$ cat src/rtl/pipelined_addsub_accumulator.sv
`default_nettype none
// ============================================================================
// Module   : pipelined_addsub_accumulator
// Purpose  : WIDTH-bit adder/subtractor with carry/borrow-in. The carry
//            ripples through one SLICE-bit segment per clock. In accumulate
//            mode the accumulator register replaces operand A.
//            Valid/ready handshake on both sides. Throughput is one op per
//            cycle. Latency is STAGES = WIDTH/SLICE cycles without
//            backpressure.
// Revision : 1.0 - initial release
// ----------------------------------------------------------------------------
// Ports
//   clk        in   clock, rising edge
//   reset      in   asynchronous active-high reset
//   in_valid   in   operation offered
//   in_ready   out  operation accepted this cycle (when in_valid)
//   a, b       in   operands (a ignored in accumulate mode)
//   sub        in   0 = A + B + cin, 1 = A - B - cin
//   cin        in   carry-in (add) / borrow-in (subtract)
//   acc_mode   in   use accumulator as operand A
//   acc_clear  in   with acc_mode: use 0 as operand A
//   out_valid  out  result held in output register
//   out_ready  in   consumer takes the result
//   sum        out  result
//   cout       out  carry out of MSB (subtract: 1 = no borrow)
//   ovf        out  two's-complement signed overflow
//   acc        out  accumulator value
// Options
//   PIPELINED_ADDSUB_SATURATE_EN : when defined, an overflowing result
//   clamps to the signed max/min. The clamped value also goes to the
//   accumulator.
// ============================================================================
module pipelined_addsub_accumulator #(
    parameter int WIDTH = 32,   // must be a multiple of SLICE
    parameter int SLICE = 8
) (
    input  logic             clk,
    input  logic             reset,
    input  logic             in_valid,
    output logic             in_ready,
    input  logic [WIDTH-1:0] a,
    input  logic [WIDTH-1:0] b,
    input  logic             sub,
    input  logic             cin,
    input  logic             acc_mode,
    input  logic             acc_clear,
    output logic             out_valid,
    input  logic             out_ready,
    output logic [WIDTH-1:0] sum,
    output logic             cout,
    output logic             ovf,
    output logic [WIDTH-1:0] acc
);

    localparam int STAGES = WIDTH / SLICE;
    localparam int LAST   = STAGES - 1;
    localparam int MSB    = WIDTH - 1;

    localparam logic [WIDTH-1:0] SAT_MAX = {1'b0, {(WIDTH-1){1'b1}}};
    localparam logic [WIDTH-1:0] SAT_MIN = {1'b1, {(WIDTH-1){1'b0}}};

    // ------------------------------------------------------------------
    // Front end: operand selection and subtract conditioning
    // ------------------------------------------------------------------
    logic             w_stall;
    logic             w_accept;
    logic [WIDTH-1:0] w_a_sel;
    logic [WIDTH-1:0] w_b_eff;
    logic             w_cin_eff;

    logic             out_valid_q;
    logic [WIDTH-1:0] sum_q;
    logic             cout_q;
    logic             ovf_q;
    logic [WIDTH-1:0] acc_q;
    logic             acc_busy_q;
    logic             acc_busy_d;

    assign w_stall   = out_valid_q && !out_ready;
    assign in_ready  = !w_stall && !acc_busy_q;
    assign w_accept  = in_valid && in_ready;

    // acc_clear only matters together with acc_mode.
    assign w_a_sel   = acc_mode ? (acc_clear ? '0 : acc_q) : a;
    // Subtract as A + ~B + ~cin so every stage is a plain adder.
    assign w_b_eff   = sub ? ~b : b;
    assign w_cin_eff = sub ? ~cin : cin;

    // ------------------------------------------------------------------
    // Carry-ripple pipeline. Stage k adds slice k. Each stage register
    // holds the finished lower slices, the not-yet-added upper operand
    // slices and the carry. The final stage is not registered here. Its
    // result feeds the output register directly.
    // ------------------------------------------------------------------
    logic [WIDTH-1:0] w_fin_sum;
    logic             w_fin_c;
    logic             w_fin_v;
    logic             w_fin_acc;
    logic             w_fin_a_msb;
    logic             w_fin_b_msb;

    for (genvar k = 0; k < STAGES; k++) begin : g_stage
        localparam int LO  = k * SLICE;      // lowest bit handled here
        localparam int REM = WIDTH - LO;     // operand bits still pending

        logic [REM-1:0]      w_a_in;
        logic [REM-1:0]      w_b_in;
        logic                w_c_in;
        logic                w_v_in;
        logic                w_acc_in;
        logic [SLICE:0]      w_add;
        logic [LO+SLICE-1:0] w_s_d;

        if (k == 0) begin : g_first
            assign w_a_in   = w_a_sel;
            assign w_b_in   = w_b_eff;
            assign w_c_in   = w_cin_eff;
            assign w_v_in   = w_accept;
            assign w_acc_in = w_accept && acc_mode;
            assign w_s_d    = w_add[SLICE-1:0];
        end else begin : g_next
            assign w_a_in   = g_stage[k-1].g_reg.a_q;
            assign w_b_in   = g_stage[k-1].g_reg.b_q;
            assign w_c_in   = g_stage[k-1].g_reg.c_q;
            assign w_v_in   = g_stage[k-1].g_reg.v_q;
            assign w_acc_in = g_stage[k-1].g_reg.acc_op_q;
            assign w_s_d    = {w_add[SLICE-1:0], g_stage[k-1].g_reg.s_q};
        end

        assign w_add = {1'b0, w_a_in[SLICE-1:0]}
                     + {1'b0, w_b_in[SLICE-1:0]}
                     + {{SLICE{1'b0}}, w_c_in};

        if (k < LAST) begin : g_reg
            logic [REM-SLICE-1:0] a_q;
            logic [REM-SLICE-1:0] b_q;
            logic [LO+SLICE-1:0]  s_q;
            logic                 c_q;
            logic                 v_q;
            logic                 acc_op_q;

            always_ff @(posedge clk or posedge reset) begin
                if (reset) begin
                    a_q      <= '0;
                    b_q      <= '0;
                    s_q      <= '0;
                    c_q      <= 1'b0;
                    v_q      <= 1'b0;
                    acc_op_q <= 1'b0;
                end else if (!w_stall) begin
                    a_q      <= w_a_in[REM-1:SLICE];
                    b_q      <= w_b_in[REM-1:SLICE];
                    s_q      <= w_s_d;
                    c_q      <= w_add[SLICE];
                    v_q      <= w_v_in;
                    acc_op_q <= w_acc_in;
                end
            end
        end else begin : g_fin
            assign w_fin_sum   = w_s_d;
            assign w_fin_c     = w_add[SLICE];
            assign w_fin_v     = w_v_in;
            assign w_fin_acc   = w_acc_in;
            assign w_fin_a_msb = w_a_in[REM-1];
            assign w_fin_b_msb = w_b_in[REM-1];
        end
    end

    // ------------------------------------------------------------------
    // Output register: overflow detection and optional saturation
    // ------------------------------------------------------------------
    logic             w_ovf_d;
    logic [WIDTH-1:0] w_sum_d;
    logic             w_retire;

    // Operand MSBs are taken after B inversion, so one rule covers both
    // add and subtract.
    assign w_ovf_d = (w_fin_a_msb == w_fin_b_msb) && (w_fin_sum[MSB] != w_fin_a_msb);

`ifdef PIPELINED_ADDSUB_SATURATE_EN
    assign w_sum_d = w_ovf_d ? (w_fin_a_msb ? SAT_MIN : SAT_MAX) : w_fin_sum;
`else
    assign w_sum_d = w_fin_sum;
    // The saturation limits are only referenced when clamping is built.
    logic w_unused_sat;
    assign w_unused_sat = ^{SAT_MAX, SAT_MIN};
`endif

    always_ff @(posedge clk or posedge reset) begin
        if (reset) begin
            out_valid_q <= 1'b0;
            sum_q       <= '0;
            cout_q      <= 1'b0;
            ovf_q       <= 1'b0;
        end else if (!w_stall) begin
            out_valid_q <= w_fin_v;
            sum_q       <= w_sum_d;
            cout_q      <= w_fin_c;
            ovf_q       <= w_ovf_d;
        end
    end

    // ------------------------------------------------------------------
    // Accumulator and hazard interlock. While an accumulate op is in
    // flight, all input is blocked. The accumulator then takes that op's
    // result as it enters the output register. With a single stage, the
    // accept and the retire happen on the same edge, so busy never sets.
    // ------------------------------------------------------------------
    assign w_retire   = !w_stall && w_fin_v && w_fin_acc;
    assign acc_busy_d = (acc_busy_q || (w_accept && acc_mode)) && !w_retire;

    always_ff @(posedge clk or posedge reset) begin
        if (reset) begin
            acc_q      <= '0;
            acc_busy_q <= 1'b0;
        end else begin
            acc_busy_q <= acc_busy_d;
            if (w_retire) begin
                acc_q <= w_sum_d;
            end
        end
    end

    assign out_valid = out_valid_q;
    assign sum       = sum_q;
    assign cout      = cout_q;
    assign ovf       = ovf_q;
    assign acc       = acc_q;

endmodule
`default_nettype wire

$ cat config.mk
export PLATFORM = sky130hd
export DESIGN_NAME = pipelined_addsub_accumulator
export DESIGN_NICKNAME = d
export VERILOG_FILES = /design/src/rtl/pipelined_addsub_accumulator.sv
export SDC_FILE = /design/constraint.sdc
export NUM_CORES = 1
export LEC_CHECK = 0
export ABC_AREA = 1
export CAP_MARGIN = 20
export CORE_ASPECT_RATIO = 1.2
export CORE_MARGIN = 8
export CORE_UTILIZATION = 59
export DETAILED_ROUTE_END_ITERATION = 10
export PLACE_DENSITY = 0.9
export SLEW_MARGIN = 20
export SYNTH_ARGS = -nofsm -noshare
export SYNTH_HDL_FRONTEND = slang
export SYNTH_SLANG_ARGS = --single-unit
$ cat constraint.sdc
create_clock -name clk -period 17.9 [get_ports clk]
set_clock_uncertainty 0.1 [all_clocks]
set_input_delay 3.58 -clock clk [delete_from_list [all_inputs] [get_ports clk]]
set_output_delay 3.58 -clock clk [all_outputs]
set_load 0.005 [all_outputs]
; ---- Yosys cells after proc, flatten, opt, wreduce, memory -nomap -nowiden
; Index checks and enable logic that the tools add are counted.
[word_totals]
out_inout_bits = 68
word_cells = 53
input_bits = 72
ff_bits = 221
[op_classes]
reduce_logical = 13
n_bitwise = 2
mux = 4
eq_ne = 2
add_sub_neg = 8
[ops]
columns = operator, n
row1 = 32-bit 2-to-1 mux, 3
row2 = 8-bit by 8-bit adder with 9-bit output, 4
row3 = 9-bit by 1-bit adder with 9-bit output, 4
row4 = 32-bit NOT, 1
row5 = 1-bit logical AND, 8
row6 = 1-bit zero test, 4
row7 = 1-bit == test, 1
row8 = 1-bit logical OR, 1
row9 = 1-bit 2-to-1 mux, 1
row10 = 1-bit != test, 1
row11 = 1-bit NOT, 1

; ---- Longest topological paths before layout
[depth]
depth_word = 8
depth_mapped = 15
mapped_depth_nobuf = 14

; ---- Worst setup path before layout
; OpenSTA, ideal clock, no wires.
[synth_timing]
path_kind = input to output
from = in out_ready
to = out in_ready
path_buffers = 1
required_ns = 14.220
cell_stages = 3
t_arrival_ns = 3.992
slack_ns = 10.228
path_cell_list = nor2_4 buf_2 nor2_1
[synth_between]
elab_chain_len = 4
[synth_rtl]
columns = element, line_no
row1 = "start, declared", 48  ; input logic out_ready,
row2 = 1-bit zero test, 79  ; assign w_stall = out_valid_q && !out_ready;
row3 = 1-bit logical AND, 79
row4 = 1-bit zero test, 80  ; assign in_ready = !w_stall && !acc_busy_q;
row5 = 1-bit logical AND, 80
row6 = "end, declared", 40  ; output logic in_ready,
; No other way between the ends.

; ---- Worst setup path in the final report
; Same ends and word-level chain as after synthesis.

==> out/results.tsv <==
stage	metric	value	unit
run_status	status	finished clean	
final_layout	FF+latch area	0.00553	mm2
global_routing	grt met2 use	39.9	%
synthesis	dominant combinational cell family by area after synthesis	simple AND/OR/NAND/NOR gates	
final_layout	final layout net count	1405	
cts	TritonCTS Buffers	23	
worst_setup_path	CP Class	in2out	
drt	total wire length	24300	um
sta	number of hold violations in the final report	0	
worst_setup_path	dominant delay contributor by cell family on the critical path	buffers and inverters	
pwr	total power of the final layout	2.05	mW
die	Initial Util	60.4	%
global_routing	met1 Use GR	26.8	%
global_routing	via count of the first global-routing pass	8523	
global_routing	first-pass GRT wire length	40600	um
global_routing	number of antenna violations at the first check in global routing	1	
synthesis	simple logic cell fraction of the synthesized area	21.9	%
cts	Worst-path clk slew	60	ps
synthesis	fraction of synthesized cell area in xor and xnor cells	3.62	%
die	num rows	52	
cts	number of buffers inserted for hold repair after clock tree synthesis	0	
sta	RSZ-0062 raised after global routing	false	
synthesis	complex-gate fraction of the synthesized area	8.72	%
drt	drt via density	5.39	
synthesis	number of unique standard cell types used by synthesis	30	
cts	clock root buffer master	sky130_fd_sc_hd__clkbuf_16	
die	core area	0.0169	mm2
worst_setup_path	Crit path arrival time	5490	ps
sta	fin crit share	51.2	%
global_routing	grt total ovfl	0	
synthesis	register area share after synthesis	54.4	%
final_layout	fraction of final layout cells sized beyond drive strength 1	3.35	%
drt	via count	8250	
synthesis	average instance area after synthesis	8.58	um2
die	I/O pin count	140	
worst_setup_path	startpoint kind of the worst setup timing path	primary input	
synthesis	number of synthesized register bits	221	
cts	count of instances resized after the clock tree is built	0	
cts	maximum number of buffers from clock root to sink	3	
sta	Max Transition Viols Final	0	
die	die outline area	0.0217	mm2
sta	Worst-Margin Slew	958	ps
cts	TritonCTS clock tree	built	
drt	first-pass iteration count of the detailed router	5	
global_routing	maximum number of pins on one net before global-route repair	208	
pwr	leakage power of the design	6.06	nW
pwr	worst ir drop on vdd	0.108	mV
drt	Routed Antenna Nets	0	
final_layout	footprint of the multi-input gates	0.00400	mm2
final_layout	Layout fillers	1215	
die	Die Span X	136	um
synthesis	share of synthesized area spent on multiplexers	0	%
synthesis	net count after synthesis	1293	
worst_setup_path	Largest stage delay, worst path	520	ps
drt	detail-routed net length per standard cell	15.9	um
final_layout	area grow syn2layout	21.2	%
job	number of max-capacitance violations reported	0	
worst_setup_path	cell repeated most along the worst path	sky130_fd_sc_hd__clkdlybuf4s50_1	
sta	clock period minus final worst setup slack	9170	ps
pwr	pwr dens	167	mW/mm2
sta	worst max-slew margin expressed relative to the limit	36.1	%
sta	total negative setup slack	0	ps
worst_setup_path	slowest stage cell on the critical path	sky130_fd_sc_hd__buf_12	
global_routing	total global routing track utilization	22.6	%
worst_setup_path	buffers and inverters on the worst path	3	
placement	placed wire-length estimate after detailed placement	15800	um
sta	Final setup viols	0	
worst_setup_path	ordered list of cells on the worst path	clkdlybuf4s50_1, nor2_4, buf_12, nor2_1, clkdlybuf4s50_1	
synthesis	netlist area before placement	0.0102	mm2
final_layout	Inserted Diodes	0	
placement	final weighted congestion in routability-driven placement	0.832	
cts	buffer count from post-CTS setup fixing	0	
final_layout	most frequent standard cell in the layout excluding fill and tap cells	sky130_fd_sc_hd__nand2_1	
placement	Port-buffer cells	139	
final_layout	most frequent cells in the layout	483 x sky130_fd_sc_hd__nand2_1, 221 x sky130_fd_sc_hd__dfrtp_1, 138 x sky130_fd_sc_hd__clkdlybuf4s50_1	
synthesis	number of synthesis warnings	0	
synthesis	Mapped Cells	1185	
worst_setup_path	critical path required time	14220	ps
worst_setup_path	Critical Path End Type	output pin	
cts	insertion delay of the later-clocked pin in the worst-skew pair	500	ps
cts	count of clock tree sinks	221	
worst_setup_path	largest driver fanout on the critical path	207	
global_routing	fraction of met3 tracks used by global routing	3.33	%
cts	H-Tree Depth	1	
drt	DRC violations left	0	
synthesis	Post-Synth Adder-Cell Area	5.02	%
die	y dimension of the die	160	um
global_routing	busiest layer in global routing	met2	
worst_hold_path	kind of path behind the tightest hold check	reg2reg	
sta	Peak Freq	109	MHz
drt	violation count after the first detailed-routing iteration	660	
## metal layers
layer / wire [um] / up-vias
li1: - / 3956
met1: 9520 / 4003
met2: 12800 / 235
met3: 1220 / 54
met4: 760 / 2
met5: 13 / -
## where the power goes
group	switching (mW)	total, mW	internal, mW
registers	0.130	0.838	0.708
clock network	0.186	0.460	0.274
logic	0.419	0.756	0.338
## per-stage QoR
| step | worst slack, ps | instances | util [%] | area, um2 | hold slack (ps) |
|---|---|---|---|---|---|
| floorplan | 8170 | 1185 | - | 10200 | 342 |
| CTS | 8760 | 1530 | 73.1 | 12300 | 372 |
| finish | 8730 | 1530 | 73.2 | 12300 | 366 |
| detailed placement | 8760 | 1488 | 68.8 | 11600 | 355 |
| global placement | 8780 | 1488 | 68.8 | 11600 | 347 |
| global route | 8630 | 1530 | 73.2 | 12300 | 391 |
## flip-flops by register name, indices dropped and copies added (netlist names)
name,flops
g_stage.g_reg.b_q,48
out_valid,1
cout,1
g_stage.g_reg.v_q,3
g_stage.g_reg.acc_op_q,3
g_stage.g_reg.s_q,48
g_stage.g_reg.a_q,48
acc_busy_q,1
ovf,1
acc,32
g_stage.g_reg.c_q,3
sum,32
## cell type report
class	count	share of cell area, %
Multi-Input combinational cell	812	32.4
Sequential cell	221	44.9
Clock buffer	39	5.56
Tap cell	216	2.19
Inverter	96	3.00
Clock inverter	3	0.355
Timing Repair Buffer	143	11.6
## worst min-delay path: cells and delay by family (launching register included)
family           cells  cell delay, ps
flip-flops           1             340
AND/OR/NAND/NOR      2              90
## synth_stat cells
library cell | instances | share of area, %
sky130_fd_sc_hd__nand2_1 | 483 | 18
sky130_fd_sc_hd__dfrtp_1 | 221 | 54
sky130_fd_sc_hd__o21ai_0 | 104 | 5.1
sky130_fd_sc_hd__inv_1 | 92 | 3.4
sky130_fd_sc_hd__nor2_1 | 40 | 1.5
sky130_fd_sc_hd__nand3_1 | 39 | 1.9
sky130_fd_sc_hd__buf_2 | 38 | 1.9
sky130_fd_sc_hd__xnor2_1 | 30 | 2.6
sky130_fd_sc_hd__ha_1 | 28 | 3.4
sky130_fd_sc_hd__a31oi_1 | 24 | 1.5
sky130_fd_sc_hd__a21oi_1 | 17 | 0.84
sky130_fd_sc_hd__clkbuf_1 | 12 | 0.44
sky130_fd_sc_hd__xor2_1 | 12 | 1.0
sky130_fd_sc_hd__fa_1 | 8 | 1.6
sky130_fd_sc_hd__a22o_1 | 7 | 0.60
sky130_fd_sc_hd__nand4_1 | 5 | 0.31
sky130_fd_sc_hd__inv_2 | 4 | 0.15
sky130_fd_sc_hd__o21ai_1 | 4 | 0.20
sky130_fd_sc_hd__a211oi_1 | 3 | 0.22
sky130_fd_sc_hd__buf_6 | 2 | 0.22
sky130_fd_sc_hd__clkbuf_4 | 2 | 0.15
sky130_fd_sc_hd__o22ai_1 | 2 | 0.12
sky130_fd_sc_hd__a22oi_1 | 1 | 0.074
sky130_fd_sc_hd__buf_4 | 1 | 0.074
sky130_fd_sc_hd__clkbuf_2 | 1 | 0.049
sky130_fd_sc_hd__nand3_4 | 1 | 0.17
sky130_fd_sc_hd__nor2_4 | 1 | 0.11
sky130_fd_sc_hd__o21a_1 | 1 | 0.074
sky130_fd_sc_hd__or2_1 | 1 | 0.062
sky130_fd_sc_hd__or2_2 | 1 | 0.062
## worst paths after layout
check	startpoint	to	slack [ps]	cells past startpoint
worst min-delay path	g_stage[1].g_reg.b_q[11]$_DFFE_PP0N_	g_stage[2].g_reg.b_q[3]$_DFFE_PP0N_	370	2
worst max register to register	out_valid$_DFFE_PP0N_	acc[29]$_DFFE_PP0P_	14600	8
worst max-delay path	out_ready	in_ready	8730	5
worst min register to register	g_stage[1].g_reg.b_q[11]$_DFFE_PP0N_	g_stage[2].g_reg.b_q[3]$_DFFE_PP0N_	370	2
min in group asynchronous	reset	g_stage[0].g_reg.b_q[16]$_DFFE_PP0N_	3570	2
max in group asynchronous	reset	g_stage[1].g_reg.b_q[10]$_DFFE_PP0N_	12820	3
## cells by family after synthesis
logic type / after synthesis
and+or+nand+nor: 571
buffers and inverters: 152
adders and majority gates: 36
xor gates and xnor gates: 42
DFF: 221
AOI/OAI and AO/OA: 163
Note: power is estimated with default switching activity, not from simulation.
